--- src/rtl/speed_ctrl_pkg.sv ---
// speed_ctrl_pkg
//   Shared definitions for the motor speed controller: default loop rate,
//   PI shift and gain/integrator widths, plus the sequencer state and
//   clamp-sign encodings.
package speed_ctrl_pkg;

  localparam int CTRL_SAMPLE_HZ = 1000;
  localparam int CTRL_SHIFT     = 6;
  localparam int CTRL_GAIN_BITS = 8;
  localparam int CTRL_INT_BITS  = 24;

  typedef enum logic [2:0] {
    IDLE  = 3'd0,
    CAPT  = 3'd1,
    ERR   = 3'd2,
    PTERM = 3'd3,
    ITERM = 3'd4,
    SAT   = 3'd5
  } ctrlState_e;

  // Direction the output saturated in during the most recent SAT.
  typedef enum logic [1:0] {
    CLAMP_NONE = 2'd0,
    CLAMP_POS  = 2'd1,
    CLAMP_NEG  = 2'd2
  } clampSign_e;

endpackage

--- src/rtl/speed_ctrl_tick.sv ---
// tick_gen
//   Periodic tick source. The counter runs 0..PERIOD-1 while en is high and
//   wraps to 0; tick is high during the wrap cycle. With en low the counter
//   is held at 0, so a fresh enable always waits a full period.
// Ports:
//   clk   in  system clock
//   rst   in  synchronous reset, active-high
//   en    in  count enable
//   tick  out one-cycle pulse once per PERIOD cycles
module tick_gen #(
  parameter int PERIOD = 48000
) (
  input  logic clk,
  input  logic rst,
  input  logic en,
  output logic tick
);

  localparam int CNT_W = (PERIOD > 1) ? $clog2(PERIOD) : 1;
  localparam logic [CNT_W-1:0] LAST = CNT_W'(PERIOD - 1);

  logic [CNT_W-1:0] cnt;

  always_ff @(posedge clk) begin
    if (rst || !en) begin
      cnt <= '0;
    end else if (cnt == LAST) begin
      cnt <= '0;
    end else begin
      cnt <= cnt + CNT_W'(1);
    end
  end

  assign tick = en && (cnt == LAST);

endmodule

--- src/rtl/speed_ctrl.sv ---
// speed_ctrl
//   Closed-loop motor speed controller. Samples the QEI count once per tick,
//   takes the per-sample delta as speed, and runs a sequenced PI loop on a
//   single shared multiplier to produce PWM duty magnitude and direction.
// Ports:
//   clk      in  system clock
//   rst      in  synchronous reset, active-high
//   en       in  loop enable; low coasts and clears all loop state
//   sp       in  signed setpoint, counts per sample
//   kp, ki   in  unsigned proportional / integral gains
//   qei_val  in  free-running QEI count (wraps)
//   duty     out PWM duty magnitude
//   dir      out 1 = negative command
//   speed    out signed measured speed of the last sample
//   upd      out one-cycle pulse when duty/dir/speed update
//   busy     out high while the sequencer is not IDLE
//
// state | meaning
// IDLE  | waiting for tick
// CAPT  | latch sp/kp/ki, sample qei_val, compute speed
// ERR   | err = sp - speed, integrator update with anti-windup
// PTERM | acc = kp * err
// ITERM | acc += ki * integ
// SAT   | shift, clamp, register duty/dir/speed, pulse upd
module speed_ctrl
  import speed_ctrl_pkg::*;
#(
  parameter int CLK_HZ    = 48000000,
  parameter int SAMPLE_HZ = CTRL_SAMPLE_HZ,
  parameter int QEI_BITS  = 16,
  parameter int PWM_BITS  = 10,
  parameter int GAIN_BITS = CTRL_GAIN_BITS,
  parameter int INT_BITS  = CTRL_INT_BITS,
  parameter int SHIFT     = CTRL_SHIFT
) (
  input  logic                 clk,
  input  logic                 rst,
  input  logic                 en,
  input  logic [QEI_BITS-1:0]  sp,
  input  logic [GAIN_BITS-1:0] kp,
  input  logic [GAIN_BITS-1:0] ki,
  input  logic [QEI_BITS-1:0]  qei_val,
  output logic [PWM_BITS-1:0]  duty,
  output logic                 dir,
  output logic [QEI_BITS-1:0]  speed,
  output logic                 upd,
  output logic                 busy
);

  localparam int PERIOD = CLK_HZ / SAMPLE_HZ;
  localparam int ERR_W  = QEI_BITS + 1;
  localparam int MUL_W  = GAIN_BITS + 1 + INT_BITS;
  localparam int ACC_W  = GAIN_BITS + INT_BITS + 2;

  localparam logic signed [INT_BITS:0] INT_HI = (INT_BITS + 1)'((2 ** (INT_BITS - 1)) - 1);
  localparam logic signed [INT_BITS:0] INT_LO = -INT_HI;
  localparam logic signed [ACC_W-1:0]  U_HI   = ACC_W'((2 ** PWM_BITS) - 1);
  localparam logic signed [ACC_W-1:0]  U_LO   = -U_HI;

  // The sequence is six cycles long; a shorter period would let a tick land
  // while the previous sample is still in flight.
  if (PERIOD < 8) begin : gBadPeriod
    $error("speed_ctrl: CLK_HZ/SAMPLE_HZ must be at least 8");
  end
  // err is sign-extended into the integrator-width multiplier operand.
  if (INT_BITS <= ERR_W) begin : gBadIntWidth
    $error("speed_ctrl: INT_BITS must exceed QEI_BITS+1");
  end

  ctrlState_e state, stateNext;
  clampSign_e clamp, clampNext;

  logic                        tick;
  logic [QEI_BITS-1:0]         spReg;
  logic [GAIN_BITS-1:0]        kpReg;
  logic [GAIN_BITS-1:0]        kiReg;
  logic [QEI_BITS-1:0]         prev;
  logic                        valid;
  logic [QEI_BITS-1:0]         speedCur;
  logic signed [ERR_W-1:0]     errReg;
  logic signed [INT_BITS-1:0]  integ;
  logic signed [ACC_W-1:0]     acc;

  logic signed [ERR_W-1:0]     errNext;
  logic signed [INT_BITS:0]    integSum;
  logic signed [INT_BITS-1:0]  integSat;
  logic                        holdInteg;
  logic signed [GAIN_BITS:0]   mulA;
  logic signed [INT_BITS-1:0]  mulB;
  logic signed [MUL_W-1:0]     product;
  logic signed [ACC_W-1:0]     productExt;
  logic signed [ACC_W-1:0]     uShift;
  logic signed [ACC_W-1:0]     uSat;
  logic                        uNeg;

  tick_gen #(
    .PERIOD (PERIOD)
  ) uTick (
    .clk  (clk),
    .rst  (rst),
    .en   (en),
    .tick (tick)
  );

  always_ff @(posedge clk) begin
    if (rst) begin
      state <= IDLE;
    end else begin
      state <= stateNext;
    end
  end

  always_comb begin
    stateNext = state;
    case (state)
      IDLE:    if (tick) stateNext = CAPT;
      CAPT:    stateNext = ERR;
      ERR:     stateNext = PTERM;
      PTERM:   stateNext = ITERM;
      ITERM:   stateNext = SAT;
      SAT:     stateNext = IDLE;
      default: stateNext = IDLE;
    endcase
    if (!en) begin
      stateNext = IDLE;
    end
  end

  assign busy = (state != IDLE);

  // Error and saturating integrator candidate.
  always_comb begin
    errNext  = $signed({spReg[QEI_BITS-1], spReg}) - $signed({speedCur[QEI_BITS-1], speedCur});
    integSum = {integ[INT_BITS-1], integ} + {{(INT_BITS + 1 - ERR_W){errNext[ERR_W-1]}}, errNext};
    integSat = integSum[INT_BITS-1:0];
    if (integSum > INT_HI) begin
      integSat = INT_HI[INT_BITS-1:0];
    end else if (integSum < INT_LO) begin
      integSat = INT_LO[INT_BITS-1:0];
    end
    // Don't wind further into a clamp the output is already pinned against.
    holdInteg = ((clamp == CLAMP_POS) && !errNext[ERR_W-1] && (errNext != '0)) ||
                ((clamp == CLAMP_NEG) &&  errNext[ERR_W-1]);
  end

  // One signed multiplier: kp*err in PTERM, ki*integ in ITERM.
  always_comb begin
    if (state == ITERM) begin
      mulA = {1'b0, kiReg};
      mulB = integ;
    end else begin
      mulA = {1'b0, kpReg};
      mulB = {{(INT_BITS - ERR_W){errReg[ERR_W-1]}}, errReg};
    end
    product    = mulA * mulB;
    productExt = {product[MUL_W-1], product};
  end

  always_comb begin
    uShift    = acc >>> SHIFT;
    uSat      = uShift;
    clampNext = CLAMP_NONE;
    if (uShift > U_HI) begin
      uSat      = U_HI;
      clampNext = CLAMP_POS;
    end else if (uShift < U_LO) begin
      uSat      = U_LO;
      clampNext = CLAMP_NEG;
    end
    uNeg = uSat[ACC_W-1];
  end

  always_ff @(posedge clk) begin
    if (rst || !en) begin
      spReg    <= '0;
      kpReg    <= '0;
      kiReg    <= '0;
      prev     <= '0;
      valid    <= 1'b0;
      speedCur <= '0;
      errReg   <= '0;
      integ    <= '0;
      acc      <= '0;
      clamp    <= CLAMP_NONE;
      duty     <= '0;
      dir      <= 1'b0;
      speed    <= '0;
      upd      <= 1'b0;
    end else begin
      upd <= 1'b0;
      case (state)
        CAPT: begin
          spReg    <= sp;
          kpReg    <= kp;
          kiReg    <= ki;
          prev     <= qei_val;
          valid    <= 1'b1;
          // Modulo subtraction makes counter wrap transparent.
          speedCur <= valid ? (qei_val - prev) : '0;
        end
        ERR: begin
          errReg <= errNext;
          if (!holdInteg) begin
            integ <= integSat;
          end
        end
        PTERM: acc <= productExt;
        ITERM: acc <= acc + productExt;
        SAT: begin
          duty  <= uNeg ? PWM_BITS'(-uSat) : PWM_BITS'(uSat);
          dir   <= uNeg;
          speed <= speedCur;
          upd   <= 1'b1;
          clamp <= clampNext;
        end
        default: ;
      endcase
    end
  end

endmodule

--- config.mk ---
export PLATFORM = sky130hd
export DESIGN_NAME = speed_ctrl
export DESIGN_NICKNAME = d
export VERILOG_FILES = /design/src/rtl/speed_ctrl_pkg.sv /design/src/rtl/speed_ctrl_tick.sv /design/src/rtl/speed_ctrl.sv
export SDC_FILE = /design/constraint.sdc
export NUM_CORES = 1
export LEC_CHECK = 0
export CELL_PAD_IN_SITES_DETAIL_PLACEMENT = 1
export CELL_PAD_IN_SITES_GLOBAL_PLACEMENT = 1
export CORE_UTILIZATION = 49
export CTS_CLUSTER_DIAMETER = 50
export DETAILED_ROUTE_END_ITERATION = 8
export PLACE_DENSITY = 0.88
export SLEW_MARGIN = 30
export SYNTH_ARGS = -nofsm -noshare
export SYNTH_HDL_FRONTEND = slang
export SYNTH_SLANG_ARGS = --single-unit
export TNS_END_PERCENT = 20
--- constraint.sdc ---
create_clock -name clk -period 14.94 [get_ports clk]
set_input_delay 4.482 -clock clk [delete_from_list [all_inputs] [get_ports clk]]
set_output_delay 4.482 -clock clk [all_outputs]
set_load 0.005 [all_outputs]
==> results.json, run 1 <==
{
  "yosys_most_used_dff": "dfxtp_1",
  "synth_top_area_cell": "dfxtp_1",
  "die_area_um2": 38800,
  "worst_slack_ns": 4.96,
  "yosysSeqAreaShare": 0.203,
  "ys_async_sr_fraction": 0,
  "portBuffers": 79,
  "rsz0062_at_grt": "no",
  "cp-endpoint": "acc[33]",
  "start_util": 0.497,
  "slowest_delay_ns": 0.85,
  "synth.most_common_cell": "nand2_1",
  "path_common_cell": "fa_1",
  "crit_cells": 31,
  "cts.htree.levels": 4,
  "viasPerCell": 5.86,
  "timing.final.crit_share": 0.668,
  "slew_violations": 0,
  "holdWs_ns": 0.456,
  "synth_common_cells": "nand2_1, inv_1, nor2_1, a21oi_1, dfxtp_1",
  "relSlewSlack": 0.345,
  "ff2ff_path_depth": 31,
  "critical_path.top_delay_family": "adder cells",
  "fin_cells": 2907,
  "syn-instance-count": 2362,
  "cts_sinks": 189,
  "period_minus_slack_ns": 9.98,
  "setup_viol": 0,
  "drtIter0Drc": 980,
  "startpoint": "state[0]",
  "end_kind": "flip-flop",
  "routed_wirelength_um": 58300,
  "cts_hold_buffers": 0,
  "worst_path_max_delay_cell": "nand2b_2",
  "filler_cell_count": 4666,
  "cp.required_ns": 15.34,
  "wl_per_cell_um": 20.1,
  "grt_pass1_vias": 18900,
  "final_hold_viol_count": 0,
  "path_clk_slew_ns": 0.08,
  "ys_ff_latch": 189,
  "vdd_drop_max_mv": 0.101,
  "grt_overflow": 0,
  "cp_data_arrival_time_ns": 10.38,
  "p_total_mw": 1.03,
  "place_inst": 2875,
  "worstSkewPairLatency_ns": 0.48,
  "cts_resized": 0,
  "io_pins": 80,
  "syn_area_per_cell_um2": 7.88,
  "p_per_area_nw_per_um2": 50.2,
  "worst_pin_slew_ns": 0.983,
  "die-height_um": 197,
  "utilization": 0.546,
  "dieWidth_um": 197,
  "grt.total_usage": 0.312,
  "drv_cap": 0,
  "cts_buffers": 17,
  "timing.rr.end": "acc[33]",
  "min_path_type": "flip-flop to flip-flop",
  "synthTopCellsByArea": "dfxtp_1, fa_1, ha_1, nand2_1, a21oi_1",
  "placed_cell_area_um2": 19900,
  "via_count": 17000,
  "startpoint_type": "flip-flop",
  "critPathMaxFanout": 36,
  "std_cell_rows": 71,
  "yosysTopAreaCellShare": 0.203,
  "core-area_um2": 37500,
  "max_freq_mhz": 100,
  "reg2reg_slack_ns": 4.96,
  "syn_area_um2": 18600,
  "syn-num-nets": 2724,
  "post-cts-setup-buffer-count": 0,
  "synth-edff-count": 0,
  "synth_cell_types": 84,
  "antenna_found_initial": 0,
  "worst-setup-path-type": "flip-flop to flip-flop",
  "power.leakage_nw": 9.15,
  "layout-drive-gt1-share": 0.0367,
  "stdcell_area_um2": 20500,
  "ant_nets": 0,
  "diodes": 0,
  "root_buffer": "clkbuf_16",
  "final.setup.tns_ns": 0,
  "dr.pass1.iters": 5,
  "crit_buf_inv": 3,
  "grt_pass1_wl_um": 96300,
  "drc": 0,
  "gp_congestion": 0.898,
  "hpwl_um": 45000,
  "r2r_start": "state[0]",
  "cts.path.max_buffers": 2,
  "tritoncts": "yes",
  "yosys_warnings": 0,
  "nets": 2745,
  "syn_to_final_growth_pct": 9.99,
  "grt_max_degree": 101,
  "pre_cts_ws_ns": 5.10,
  "status": "finished, final reports clean",
  "hp-start": "prev[2]",
  "clock_skew_ns": 0.0130
}
cells by family (layout without fill, tap and decap cells):
kind of cell / count (synthesis) / after routing / share of synthesized area
compound gates: 526 / 526 / 0.182
flops: 189 / 189 / 0.203
simple gates: 801 / 801 / 0.188
fa+ha+maj: 318 / 318 / 0.275
xor+xnor: 120 / 120 / 0.0565
buf+inv: 370 / 404 / 0.0750
mux: 38 / 38 / 0.0204
registers in the layout (all words and copies together), names as in the netlist:
signal,cells
kiReg,8
acc,34
spReg,16
upd,1
errReg,17
integ,24
state,3
speed,16
speedCur,16
clamp,2
duty,10
uTick.cnt,16
valid,1
dir,1
kpReg,8
prev,16
worst min path at each step:
stage | slack, ns | to | depth (start not counted)
finish | 0.46 | prev[2] | 2
global route | 0.48 | speed[8] | 2
CTS | 0.46 | prev[2] | 2
detailed placement | 0.45 | prev[2] | 2
global placement | 0.44 | uTick.cnt[0] | 1
floorplan | 0.43 | uTick.cnt[0] | 1
cell usage in the layout (no fill, tap or decap), types with 12 or more instances in the layout:
cell / n
nand2_1: 351
o21bai_1: 14
fa_1: 154
mux2i_1: 33
a21oi_1: 217
nand3_1: 32
a22oi_1: 19
xor2_1: 32
a21o_1: 55
a211oi_1: 17
o21ai_0: 59
nor2_1: 249
a31oi_1: 12
nand4_1: 13
inv_1: 275
nand2b_1: 21
dfxtp_1: 189
clkdlybuf4s50_1: 79
buf_4: 16
clkbuf_16: 17
nor2b_1: 16
ha_1: 157
xnor2_1: 88
nor3_1: 39
o21a_1: 20
cell type report:
class	count	area, µm²	area share
Multi-Input combinational cell	1803	13500	0.659
Sequential cell	189	3780	0.185
Inverter	276	1040	0.0506
Timing Repair Buffer	96	922	0.0450
Tap cell	511	639	0.0312
Clock buffer	19	453	0.0221
Clock inverter	13	150	0.00733
routing by layer:
| metal | global-route usage | part of all wire | routed length [µm] |
|---|---|---|---|
| met5 | 0 | 0 | 0 |
| met4 | 0.126 | 0.035 | 2020 |
| met3 | 0.0349 | 0.035 | 2010 |
| met2 | 0.566 | 0.51 | 29600 |
| met1 | 0.374 | 0.42 | 24700 |
worst min-delay path: stages, from the launching register on:
cell     delay, ns
dfxtp_1       0.31
nand2_1       0.05
a21oi_1       0.05
where the power goes:
group	switching [mW]	leakage [nW]	internal [mW]	total, mW
logic	0.0224	7.34	0.0205	0.0429
registers	0.000250	1.52	0.503	0.504
clock network	0.235	0.289	0.246	0.481
Note: power is estimated with default switching activity, not from simulation.
==> inputs of run 2 (changes only) <==
Settings changed: CORE_UTILIZATION 49 to 47, PLACE_DENSITY 0.88 to 0.85.
Clock period 14.94 ns to 9.9 ns, I/O delays scaled along.
==> run 2 against run 1 <==
Compared with the run above: power increased by 51%; fmax rose by 8.4%; sequential power up 51%; die area grew 4.2%; critical path depth up 3; flip-flop and latch count is the same.
==> results.json, run 2 (synthesis results as in run 1) <==
{
  "period_minus_slack_ns": 9.21,
  "seqCellArea_um2": 3780,
  "end_kind": "flip-flop",
  "clock_skew_ns": 0.0139,
  "status": "finished, final reports clean",
  "grt_pass1_vias": 18600,
  "die-height_um": 201,
  "io_pins": 80,
  "final.setup.tns_ns": 0,
  "ant_nets": 0,
  "timing.final.crit_share": 0.931,
  "max_freq_mhz": 109,
  "gp_congestion": 0.871,
  "std_cell_rows": 72,
  "filler_cell_count": 4774,
  "cp_data_arrival_time_ns": 9.61,
  "viasPerCell": 5.79,
  "drc": 0,
  "holdWs_ns": 0.459,
  "gr-usage-met2": 0.514,
  "startpoint": "state[2]",
  "setup_viol": 0,
  "antenna_found_initial": 1,
  "path_clk_slew_ns": 0.08,
  "diodes": 0,
  "cp.required_ns": 10.30,
  "ff2ff_path_depth": 34,
  "largest-register": "acc",
  "tritoncts": "yes",
  "slew_violations": 0,
  "die_area_um2": 40400,
  "r2r_start": "state[2]",
  "startpoint_type": "flip-flop",
  "post-cts-setup-buffer-count": 0,
  "cts_buffers": 17,
  "layout-drive-gt1-share": 0.0404,
  "cts.path.max_buffers": 2,
  "hpwl_um": 44400,
  "syn_to_final_growth_pct": 10.5,
  "hp-start": "prev[1]",
  "reg_top3": "acc x34, integ x24, errReg x17",
  "portBuffers": 79,
  "worst_pin_slew_ns": 0.994,
  "nets": 2752,
  "worstSkewPairLatency_ns": 0.48,
  "rsz0062_at_grt": "no",
  "slowest_delay_ns": 0.57,
  "root_buffer": "clkbuf_16",
  "grt_pass1_wl_um": 93500,
  "cts.htree.levels": 4,
  "utilization": 0.530,
  "cts_sinks": 189,
  "routed_wirelength_um": 56400,
  "p_per_area_nw_per_um2": 75.3,
  "via_count": 16900,
  "gr-usage-met3": 0.0377,
  "power.leakage_nw": 9.19,
  "dr.pass1.iters": 5,
  "worst-setup-path-type": "flip-flop to flip-flop",
  "core-area_um2": 38800,
  "final_common_cell": "nand2_1",
  "path_common_cell": "fa_1",
  "critPathMaxFanout": 23,
  "min_path_type": "flip-flop to flip-flop",
  "largest_reg_flops": 34,
  "layout_common_cells": "nand2_1, inv_1, nor2_1",
  "final_hold_viol_count": 0,
  "relSlewSlack": 0.331,
  "grt_max_degree": 107,
  "wl_per_cell_um": 19.3,
  "drtIter0Drc": 717,
  "worst_path_max_delay_cell": "or4_4",
  "drv_cap": 0,
  "grtUsageMet1": 0.342,
  "start_util": 0.479,
  "whs_path_depth": 2,
  "grt_overflow": 0,
  "dieWidth_um": 201,
  "cts_resized": 0,
  "multi_input_area_um2": 13500,
  "grt.total_usage": 0.287,
  "busiest_layer": "met2",
  "cts_hold_buffers": 0,
  "vdd_drop_max_mv": 0.124
}
==> run 2: cell types whose count changed in the layout (fill, tap and decap cells not counted), moves of 2 or more <==
cell      before  now
a21boi_0       7    3
a21boi_1       0    4
and2_1         4    6
buf_4         16   22
inv_8          1    6
==> run 2: final cells by class <==
cell class                 count  share of cell area
timing repair buffer         103              0.0480
tap                          518              0.0315
sequential                   189               0.184
clock inverter                14             0.00803
inverter                     276              0.0504
multi-input combinational   1803               0.657
clock buffer                  18              0.0214
==> run 2: stage by stage <==
| step | total power, mW | setup slack [ns] | area, µm² | cells |
|---|---|---|---|---|
| finish | 1.55 | 0.686 | 20600 | 2921 |
| global route | 1.59 | 0.151 | 20600 | 2921 |
| CTS | 1.56 | 0.421 | 20600 | 2921 |
| detailed placement | 0.840 | 0.434 | 20000 | 2889 |
| global placement | 0.838 | 0.908 | 19900 | 2888 |
| floorplan | 0.809 | 1.20 | 18600 | 2362 |
==> run 2: worst paths after layout <==
path | endpoint | slack (ns)
max | acc[33] | 0.69
min | prev[1] | 0.46
max reg2reg | acc[33] | 0.69
min reg2reg | prev[1] | 0.46
==> run 2: report_power, final <==
group          internal [mW]  leakage [nW]  switching [mW]
Combinational         0.0304          7.38          0.0331
Sequential             0.760          1.52        0.000416
Clock                  0.369         0.296           0.356
Total                   1.16          9.19           0.389
==> run 2: metal layers <==
metal,share of wire,routed length [µm]
met5,0,0
met4,0.036,2030
met3,0.040,2240
met2,0.50,28400
met1,0.42,23700
==> run 2: critical path, delay by kind of cell, from the launching register on <==
kind / cells / cell delay, ns
fa+ha+maj: 6 / 2.73
xor+xnor: 1 / 0.18
flops: 1 / 0.44
buf+inv: 5 / 0.62
compound gates: 13 / 2.71
simple gates: 9 / 2.42
==> inputs of run 3 (changes only) <==
Settings changed: ABC_AREA from default to 1, CORE_UTILIZATION 47 to 46, PLACE_DENSITY 0.85 to 0.86.
==> run 3 against run 2 <==
Compared with the run above: routed wire length is 18% higher; power is 2.3% lower; global-route usage is 2.2 points higher; critical endpoint is now acc[29]; sequential power hardly changed; worst hold slack worse by 0.00051 ns; register-to-register slack better by 0.07 ns; clock power is 4.8% lower; setup slack better by 0.068 ns; fmax is 0.74% higher; synthesized cell count is 24% higher.
==> results.json, run 3 <==
{
  "pre_cts_ws_ns": 0.951,
  "grt.total_usage": 0.309,
  "synth_cell_types": 57,
  "yosysSeqAreaShare": 0.190,
  "placed_cell_area_um2": 21200,
  "worst_pin_slew_ns": 0.957,
  "min_path_type": "flip-flop to flip-flop",
  "antenna_found_initial": 0,
  "start_util": 0.470,
  "rsz0062_at_grt": "no",
  "cts_sinks": 189,
  "syn-instance-count": 2940,
  "worst_path_max_delay_cell": "o21ai_0",
  "slowest_delay_ns": 0.84,
  "synth-edff-count": 0,
  "syn_to_final_growth_pct": 9.33,
  "whs_path_depth": 2,
  "ys_ff_latch": 189,
  "dr.pass1.iters": 5,
  "grt_pass1_wl_um": 109000,
  "timing.final.crit_share": 0.924,
  "slew_violations": 0,
  "cts_hold_buffers": 0,
  "cp.required_ns": 10.27,
  "max_freq_mhz": 109,
  "final_hold_viol_count": 0,
  "layout-drive-gt1-share": 0.0362,
  "timing.rr.end": "acc[29]",
  "syn-num-nets": 3302,
  "tritoncts": "yes",
  "drc": 0,
  "largest-register": "acc",
  "relSlewSlack": 0.361,
  "end_kind": "flip-flop",
  "path_clk_slew_ns": 0.08,
  "ant_nets": 0,
  "cts_resized": 0,
  "wl_per_cell_um": 18.7,
  "grt_pass1_vias": 20900,
  "ys_async_sr_fraction": 0,
  "gp_congestion": 0.973,
  "routed_wirelength_um": 66600,
  "vdd_drop_max_mv": 0.116,
  "die_area_um2": 44100,
  "final.setup.tns_ns": 0,
  "largest_reg_flops": 34,
  "cts_buffers": 17,
  "startpoint_type": "flip-flop",
  "final_common_cell": "nand2_1",
  "path_common_cell": "inv_1",
  "grt_overflow": 0,
  "worstSkewPairLatency_ns": 0.48,
  "cts.path.max_buffers": 2,
  "utilization": 0.514,
  "portBuffers": 79,
  "core-area_um2": 42300,
  "stdcell_area_um2": 21800,
  "nets": 3334,
  "reg2reg_slack_ns": 0.75,
  "root_buffer": "clkbuf_16",
  "setup_viol": 0,
  "grt_max_degree": 105,
  "cp_data_arrival_time_ns": 9.52,
  "hp-start": "kiReg[6]",
  "diodes": 0,
  "clock_skew_ns": 0.0191,
  "synth.most_common_cell": "nand2_1",
  "syn_area_per_cell_um2": 6.77,
  "synthTopCellsByArea": "dfxtp_1, fa_1, nand2_1, inv_1, ha_1",
  "hpwl_um": 54100,
  "drtIter0Drc": 991,
  "yosysTopAreaCellShare": 0.190,
  "dieWidth_um": 210,
  "yosys_warnings": 0,
  "syn_area_um2": 19900,
  "layout_common_cells": "nand2_1, inv_1, nor2_1",
  "period_minus_slack_ns": 9.15,
  "worst-setup-path-type": "flip-flop to flip-flop",
  "worst_slack_ns": 0.754,
  "via_count": 19600,
  "std_cell_rows": 75,
  "p_per_area_nw_per_um2": 69.5,
  "post-cts-setup-buffer-count": 0,
  "power.leakage_nw": 10.7,
  "synth_common_cells": "nand2_1, inv_1, nor2_1, a21oi_1, o21ai_0",
  "yosys_most_used_dff": "dfxtp_1",
  "synth_top_area_cell": "dfxtp_1",
  "ff2ff_path_depth": 33,
  "drv_cap": 0,
  "cts.htree.levels": 4,
  "reg_top3": "acc x34, integ x24, errReg x17",
  "r2r_start": "state[2]",
  "holdWs_ns": 0.459,
  "die-height_um": 210,
  "io_pins": 80,
  "viasPerCell": 5.49,
  "min_to": "kiReg[6]",
  "critPathMaxFanout": 41,
  "status": "finished, final reports clean"
}
## run 3: kinds of logic after synthesis
family | count (synthesis) | share of synthesized area
adder cells (fa/ha/maj) | 311 | 0.254
flip-flops | 189 | 0.190
AO/OA/AOI/OAI | 558 | 0.158
buffers and inverters | 615 | 0.118
AND/OR/NAND/NOR | 1202 | 0.251
XOR/XNOR | 65 | 0.0286
## run 3: worst max path at each step
| stage | endpoint | cells past startpoint | slack [ns] | startpoint |
|---|---|---|---|---|
| after floorplan | acc[33] | 35 | 3.01 | state[2] |
| after global placement | acc[29] | 35 | 0.95 | state[2] |
| after detailed placement | acc[33] | 33 | 0.95 | state[2] |
| after CTS | acc[29] | 34 | 0.94 | state[2] |
| after global routing | acc[29] | 34 | 0.16 | state[2] |
| final | acc[29] | 33 | 0.75 | state[2] |
## run 3: per-layer routing
| layer | vias up | routed length [µm] | global-route usage | part of all wire |
|---|---|---|---|---|
| met2 | 438 | 32100 | 0.537 | 0.48 |
| met3 | 100 | 3040 | 0.0428 | 0.046 |
| met4 | 0 | 1840 | 0.105 | 0.028 |
| met1 | 9612 | 29600 | 0.394 | 0.44 |
| met5 | - | 0 | 0 | 0 |
| li1 | 9414 | - | - | - |
## run 3: metrics by stage
stage / total power [mW] / std cells
2_1_floorplan: 0.807 / 2940
6_report: 1.51 / 3562
4_1_cts: 1.53 / 3562
5_1_grt: 1.55 / 3562
3_5_place_dp: 0.840 / 3530
3_3_place_gp: 0.838 / 3530
## run 3: worst max-delay path: cells and delay by family, from the launching register on
kind / cells / cell delay (ns)
buffers and inverters: 8 / 1.74
flip-flops: 1 / 0.45
adder cells (fa/ha/maj): 6 / 2.73
AO/OA/AOI/OAI: 6 / 1.95
AND/OR/NAND/NOR: 13 / 2.10
## run 3: area by class of cell
type,count,area (µm²)
Fill cell,5648,20600
Inverter,537,2020
Clock inverter,12,100
Sequential cell,189,3780
Multi-Input combinational cell,2136,13800
Timing Repair Buffer,91,885
Clock buffer,20,457
Tap cell,577,722
## run 3: power by group
group | leakage [nW] | switching [mW] | internal, mW
combinational | 8.93 | 0.0345 | 0.0282
clock | 0.272 | 0.348 | 0.342
sequential | 1.52 | 0.000274 | 0.760
total | 10.7 | 0.382 | 1.13
